[src/rtl/upsp_ac_ctrl.sv]
// Access-controller frame sequencer for the upsp up-sampler: serves upsp pixel
// reads from an input stream, drains upsp writes through a 2-entry FIFO to an output stream.
module upsp_ac_ctrl #(
    parameter int CRF_DATA_WIDTH  = 32,
    parameter int UPSP_DATA_WIDTH = 24,
    parameter int SRC_W           = 960,
    parameter int SRC_H           = 540,
    parameter int SCALE           = 4
) (
    input  logic                       clk,
    input  logic                       rst,
    input  logic [CRF_DATA_WIDTH-1:0]  UPSTR,
    output logic [CRF_DATA_WIDTH-1:0]  UPENDR,
    output logic                       busy,
    input  logic                       s_tvalid,
    output logic                       s_tready,
    input  logic [UPSP_DATA_WIDTH-1:0] s_tdata,
    input  logic                       upsp_ac_rd,
    output logic                       ac_upsp_rvalid,
    output logic [UPSP_DATA_WIDTH-1:0] ac_upsp_rdata,
    output logic                       ac_upsp_wready,
    input  logic                       upsp_ac_wrt,
    input  logic [UPSP_DATA_WIDTH-1:0] upsp_ac_wdata,
    output logic                       m_tvalid,
    input  logic                       m_tready,
    output logic [UPSP_DATA_WIDTH-1:0] m_tdata,
    output logic                       m_tlast
);

    localparam int IN_TOTAL  = SRC_W * SRC_H;
    localparam int OUT_TOTAL = IN_TOTAL * SCALE * SCALE;
    localparam int CW        = $clog2(OUT_TOTAL + 1);

    localparam logic [CW-1:0] IN_TOTAL_C  = CW'(IN_TOTAL);
    localparam logic [CW-1:0] OUT_TOTAL_C = CW'(OUT_TOTAL);
    localparam logic [CW-1:0] OUT_LAST_C  = CW'(OUT_TOTAL - 1);
    localparam logic [CW-1:0] CNT_ONE_C   = CW'(1);
    localparam logic [CW-1:0] CNT_ZERO_C  = CW'(0);

    typedef enum logic [1:0] {
        ST_IDLE = 2'd0,
        ST_RUN  = 2'd1,
        ST_DONE = 2'd2
    } state_e;

    state_e                     state_q, state_d;
    logic                       start_q, start_d;
    logic                       pend_q, pend_d;
    logic [CW-1:0]              rd_cnt_q, rd_cnt_d;
    logic [CW-1:0]              wr_cnt_q, wr_cnt_d;
    logic [CW-1:0]              out_cnt_q, out_cnt_d;
    logic                       done_q, done_d;
    logic                       err_q, err_d;
    logic                       rvalid_q, rvalid_d;
    logic [UPSP_DATA_WIDTH-1:0] rdata_q, rdata_d;
    logic [UPSP_DATA_WIDTH-1:0] mem_q [0:1];
    logic [UPSP_DATA_WIDTH-1:0] mem_d [0:1];
    logic                       wr_ptr_q, wr_ptr_d;
    logic                       rd_ptr_q, rd_ptr_d;
    logic [1:0]                 fifo_cnt_q, fifo_cnt_d;
    logic                       wready_q, wready_d;
    logic                       mvalid_q, mvalid_d;
    logic [UPSP_DATA_WIDTH-1:0] mdata_q, mdata_d;
    logic                       mlast_q, mlast_d;
    logic                       busy_q, busy_d;

    logic run_s, start_edge_s, rd_accept_s, rd_err_s, s_hs_s, push_s, pop_s, wr_err_s;
    logic upstr_unused_s;

    assign run_s        = (state_q == ST_RUN);
    assign start_edge_s = UPSTR[0] & ~start_q;
    assign rd_accept_s  = run_s & upsp_ac_rd & ~pend_q & (rd_cnt_q < IN_TOTAL_C);
    assign rd_err_s     = run_s & upsp_ac_rd & (pend_q | (rd_cnt_q >= IN_TOTAL_C));
    assign s_hs_s       = s_tvalid & pend_q;
    assign push_s       = upsp_ac_wrt & wready_q;
    assign wr_err_s     = run_s & upsp_ac_wrt & ~wready_q;
    assign pop_s        = mvalid_q & m_tready;

    assign upstr_unused_s = ^UPSTR[CRF_DATA_WIDTH-1:1];

    // Next-state for datapath, FIFO and frame FSM; outputs are derived from next state.
    always_comb begin
        state_d    = state_q;
        start_d    = UPSTR[0];
        pend_d     = pend_q;
        rd_cnt_d   = rd_cnt_q;
        wr_cnt_d   = wr_cnt_q;
        out_cnt_d  = out_cnt_q;
        done_d     = done_q;
        err_d      = err_q;
        rvalid_d   = 1'b0;
        rdata_d    = rdata_q;
        mem_d      = mem_q;
        wr_ptr_d   = wr_ptr_q;
        rd_ptr_d   = rd_ptr_q;
        fifo_cnt_d = fifo_cnt_q;

        if (s_hs_s) begin
            pend_d   = 1'b0;
            rd_cnt_d = rd_cnt_q + CNT_ONE_C;
            rvalid_d = 1'b1;
            rdata_d  = s_tdata;
        end else if (rd_accept_s) begin
            pend_d = 1'b1;
        end else begin
            pend_d = pend_q;
        end

        if (rd_err_s || wr_err_s) begin
            err_d = 1'b1;
        end else begin
            err_d = err_q;
        end

        if (push_s) begin
            mem_d[wr_ptr_q] = upsp_ac_wdata;
            wr_ptr_d        = ~wr_ptr_q;
            wr_cnt_d        = wr_cnt_q + CNT_ONE_C;
        end else begin
            wr_ptr_d = wr_ptr_q;
        end

        if (pop_s) begin
            rd_ptr_d  = ~rd_ptr_q;
            out_cnt_d = out_cnt_q + CNT_ONE_C;
        end else begin
            rd_ptr_d = rd_ptr_q;
        end

        case ({push_s, pop_s})
            2'b10:   fifo_cnt_d = fifo_cnt_q + 2'd1;
            2'b01:   fifo_cnt_d = fifo_cnt_q - 2'd1;
            default: fifo_cnt_d = fifo_cnt_q;
        endcase

        // Frame control overrides the datapath updates when a new frame starts.
        case (state_q)
            ST_IDLE: begin
                if (start_edge_s) begin
                    state_d    = ST_RUN;
                    pend_d     = 1'b0;
                    rd_cnt_d   = CNT_ZERO_C;
                    wr_cnt_d   = CNT_ZERO_C;
                    out_cnt_d  = CNT_ZERO_C;
                    done_d     = 1'b0;
                    err_d      = 1'b0;
                    wr_ptr_d   = 1'b0;
                    rd_ptr_d   = 1'b0;
                    fifo_cnt_d = 2'd0;
                end else begin
                    state_d = ST_IDLE;
                end
            end
            ST_RUN: begin
                if (pop_s && (out_cnt_q == OUT_LAST_C)) begin
                    state_d = ST_DONE;
                    done_d  = 1'b1;
                end else begin
                    state_d = ST_RUN;
                end
            end
            ST_DONE: begin
                if (!UPSTR[0]) begin
                    state_d = ST_IDLE;
                end else begin
                    state_d = ST_DONE;
                end
            end
            default: state_d = ST_IDLE;
        endcase
    end

    assign wready_d = (state_d == ST_RUN) && (fifo_cnt_d != 2'd2) && (wr_cnt_d < OUT_TOTAL_C);
    assign mvalid_d = (fifo_cnt_d != 2'd0);
    assign mdata_d  = mem_d[rd_ptr_d];
    assign mlast_d  = mvalid_d && (out_cnt_d == OUT_LAST_C);
    assign busy_d   = (state_d == ST_RUN);

    // State and registered-output update with synchronous reset.
    always_ff @(posedge clk) begin
        if (rst) begin
            state_q    <= ST_IDLE;
            start_q    <= 1'b0;
            pend_q     <= 1'b0;
            rd_cnt_q   <= CNT_ZERO_C;
            wr_cnt_q   <= CNT_ZERO_C;
            out_cnt_q  <= CNT_ZERO_C;
            done_q     <= 1'b0;
            err_q      <= 1'b0;
            rvalid_q   <= 1'b0;
            rdata_q    <= {UPSP_DATA_WIDTH{1'b0}};
            mem_q[0]   <= {UPSP_DATA_WIDTH{1'b0}};
            mem_q[1]   <= {UPSP_DATA_WIDTH{1'b0}};
            wr_ptr_q   <= 1'b0;
            rd_ptr_q   <= 1'b0;
            fifo_cnt_q <= 2'd0;
            wready_q   <= 1'b0;
            mvalid_q   <= 1'b0;
            mdata_q    <= {UPSP_DATA_WIDTH{1'b0}};
            mlast_q    <= 1'b0;
            busy_q     <= 1'b0;
        end else begin
            state_q    <= state_d;
            start_q    <= start_d;
            pend_q     <= pend_d;
            rd_cnt_q   <= rd_cnt_d;
            wr_cnt_q   <= wr_cnt_d;
            out_cnt_q  <= out_cnt_d;
            done_q     <= done_d;
            err_q      <= err_d;
            rvalid_q   <= rvalid_d;
            rdata_q    <= rdata_d;
            mem_q[0]   <= mem_d[0];
            mem_q[1]   <= mem_d[1];
            wr_ptr_q   <= wr_ptr_d;
            rd_ptr_q   <= rd_ptr_d;
            fifo_cnt_q <= fifo_cnt_d;
            wready_q   <= wready_d;
            mvalid_q   <= mvalid_d;
            mdata_q    <= mdata_d;
            mlast_q    <= mlast_d;
            busy_q     <= busy_d;
        end
    end

    assign UPENDR         = {{(CRF_DATA_WIDTH-2){1'b0}}, err_q, done_q};
    assign busy           = busy_q;
    assign s_tready       = pend_q;
    assign ac_upsp_rvalid = rvalid_q;
    assign ac_upsp_rdata  = rdata_q;
    assign ac_upsp_wready = wready_q;
    assign m_tvalid       = mvalid_q;
    assign m_tdata        = mdata_q;
    assign m_tlast        = mlast_q;

endmodule
[config.mk]
export PLATFORM = sky130hd
export DESIGN_NAME = upsp_ac_ctrl
export DESIGN_NICKNAME = d
export VERILOG_FILES = /design/src/rtl/upsp_ac_ctrl.sv
export SDC_FILE = /design/constraint.sdc
export NUM_CORES = 1
export LEC_CHECK = 0
export ABC_CLOCK_PERIOD_IN_PS = 2300
export CORE_ASPECT_RATIO = 2
export CORE_MARGIN = 2
export CORE_UTILIZATION = 35
export DETAILED_ROUTE_END_ITERATION = 10
export PLACE_DENSITY_LB_ADDON = 0.12
export SETUP_SLACK_MARGIN = 0.15
export SLEW_MARGIN = 20
export SYNTH_ARGS = -nofsm -noshare
export SYNTH_HDL_FRONTEND = slang
export SYNTH_SLANG_ARGS = --single-unit
[constraint.sdc]
create_clock -name clk -period 2.3 [get_ports clk]
set_clock_uncertainty 0.05 [all_clocks]
set_input_delay 0.46 -clock clk [delete_from_list [all_inputs] [get_ports clk]]
set_output_delay 0.46 -clock clk [all_outputs]
set_load 0.01 [all_outputs]
==> run summary <==
Comb power frac -> 7.8%
Seq pwr share -> 49.8%
DR vias -> 6054
Worst path slowest cell -> clkdlybuf4s50_1
switching power -> 1.55 mW
final wirelength -> 18.5 mm
post-layout min period -> 2.08 ns
Slew Limit Fails -> 0
worst r2r path cells -> 7
drt drc -> 0
Worst Setup SP -> ac_upsp_wready
Cell Chain, Critical Path -> buf_4, clkdlybuf4s50_1
crit-path max cell delay -> 0.55 ns
fillers -> 2136
GP Congestion -> 0.778
die width -> 107 um
clk sink count -> 180
CP arrival -> 1.57 ns
element type at the critical path end -> primary output
Post-layout nets -> 1094
Max VDD drop -> 681 uV
Clock Power Share -> 42.4%
Reg2Reg Launch Point -> out_cnt_q[0]
Final ANT Viol Nets -> 0
cell area after layout -> 0.00967 mm2
HPWL Detailed -> 13.3 mm
initial antenna violation count -> 0
Diodes inserted -> 0
Avg WL per Cell -> 14.4 um
placed inst area -> 0.00911 mm2
Finished Core Util -> 46.0%
Die Span Y -> 211 um
max-cap violations -> 0
crit path max fanout -> 6
CTS Buffer Depth -> 2
WHS Path Cells -> 2
PwrDens -> 667 mW/mm2
Seq/Total Area, Yosys -> 48.2%
Worst Min Path Start -> ac_upsp_rdata[20]
largest net degree at the start of global routing -> 79
Tightest Hold Check Type -> reg -> reg
number of flops mapped to enable cells by yosys -> 0
P_int -> 4.90 mW
global-route wire length before repair -> 30.1 mm
Synth Area per Inst -> 8.67 um2
Mapped Cells -> 862
Pleak -> 3.70 nW
core footprint -> 0.0210 mm2
initial core utilization -> 35.6%
CTS buffer count -> 17
Fin. Hold Viols -> 0
Overflow after GRT -> 0
number of global-route vias before repair -> 6112
CP startpoint kind -> flop
gr usage total -> 17.1%
Root Buffer -> clkbuf_16
Iter 0 DRT Violations -> 198
1st-pass router iterations -> 5
Tcrit/Tclk final -> 90.5%
class of the most critical setup path -> reg -> out
fraction of layout cells with a size suffix above 1 -> 11.6%
die area -> 0.0226 mm2
Distinct cells, synth -> 55
Sw Ratio -> 24.1%
yosys warns -> 0
RSZ-0062 raised after global routing -> yes
Synth Cell Area -> 0.00748 mm2
Synth Flop Type -> dfxtp_1
Worst EP required -> 1.79 ns
clock-pin slew on the worst setup and hold paths -> 0.07 ns
Async SR Flop Fraction -> 0%
Highest Clock Rate -> 0.480 GHz
count of state elements after synthesis -> 180
Layout area overhead -> 29.4%
Final setup viols -> 0
FP Rows -> 75
I/O Pins -> 172
CTS H-Tree Depth -> 4
status -> finished clean
CTS tree -> done
Worst-Skew Late Latency -> 0.45 ns
Port Buffers -> 110
vias per cell -> 4.71
worst max-delay path: cells and delay by family, from the launching register on:
| family | cells | cell delay, ns |
|---|---|---|
| buffers and inverters | 2 | 0.74 |
| DFF | 1 | 0.40 |
Yosys cell counts, types with 5 or more instances:
| cell type | count | area, um2 |
|---|---|---|
| a21oi_1 | 87 | 435 |
| and3_1 | 7 | 43.8 |
| buf_2 | 19 | 95.1 |
| buf_4 | 36 | 270 |
| clkbuf_1 | 19 | 71.3 |
| dfxtp_1 | 180 | 3600 |
| ha_1 | 5 | 62.6 |
| inv_1 | 9 | 33.8 |
| mux2i_1 | 25 | 250 |
| nand2_1 | 137 | 514 |
| nand3_1 | 28 | 140 |
| nand4_1 | 17 | 106 |
| nor2_1 | 138 | 518 |
| nor3_1 | 9 | 45.0 |
| o21ai_0 | 8 | 40.0 |
| xnor2_1 | 26 | 228 |
| xor2_1 | 43 | 377 |
flip-flops by register name, summed over array words and instances (netlist names), 2 cells and up:
signal	count
state_q	2
ac_upsp_rdata	24
rd_cnt_q	23
fifo_cnt_q	2
wr_cnt_q	23
out_cnt_q	23
mem_q	48
m_tdata	24
what timing repair did:
item | 4_1_cts | 5_1_grt
endpoints found under the setup margin | 0 | 2
setup buffers | 0 | 0
hold buffers | 0 | 0
resized for setup | 0 | 4
placed cells by master, fill, tap and decap left out, drive strengths merged, types with 26 or more instances in the layout:
cell type / synthesis / routed
nand3: 31 / 31
conb: 1 / 30
clkdlybuf4s50: 0 / 108
a21oi: 87 / 87
nand2: 139 / 139
dfxtp: 180 / 180
xnor2: 26 / 26
buf: 55 / 58
nor2: 139 / 139
xor2: 43 / 43
routing by layer:
layer,track usage (%),routed length [um]
met1,17.1,6880
met5,0,0
met3,3.61,675
met2,32.7,10400
met4,7.78,550
final timing paths:
| path | end | slack [ns] |
|---|---|---|
| worst max-delay path | ac_upsp_wready | 0.22 |
| worst min-delay path | ac_upsp_rdata[20] | 0.40 |
| worst max register to register | m_tlast | 0.30 |
| worst min register to register | ac_upsp_rdata[20] | 0.40 |
area by class of cell:
cell class / instances / area (um2) / share of cell area (%)
Timing Repair Buffer: 167 / 1610 / 16.7
Clock buffer: 21 / 470 / 4.86
Sequential cell: 180 / 3600 / 37.3
Inverter: 9 / 33.8 / 0.349
Clock inverter: 11 / 77.6 / 0.802
Tap cell: 269 / 337 / 3.48
Multi-Input combinational cell: 628 / 3540 / 36.6
per-stage QoR:
step	power, mW	hold slack (ns)	TNS [ns]	worst slack, ns	std cells
2_1_floorplan	3.54	0.388	0	0.235	891
3_3_place_gp	3.80	0.391	-0.833	-0.223	1253
3_5_place_dp	3.80	0.396	-0.912	-0.264	1253
4_1_cts	6.56	0.405	0	0.181	1285
5_1_grt	6.70	0.417	0	0.142	1285
6_report	6.45	0.403	0	0.218	1285
kinds of logic after synthesis:
group | Yosys count | share of synthesized area [%]
fa+ha+maj | 5 | 0.837
flops | 180 | 48.2
simple gates | 388 | 25.1
buf+inv | 83 | 6.29
mux | 25 | 3.35
other cells | 1 | 0.0502
xor+xnor | 69 | 8.08
compound gates | 111 | 8.12
power groups by stage:
stage | Sequential, mW | Combinational [mW] | Clock, mW
after floorplan | 3.29 | 0.244 | 0
after global placement | 3.28 | 0.514 | 0
after detailed placement | 3.28 | 0.512 | 0
after CTS | 3.21 | 0.515 | 2.83
after global routing | 3.22 | 0.554 | 2.93
final | 3.21 | 0.504 | 2.74
Power figures use the tool's default switching activity.
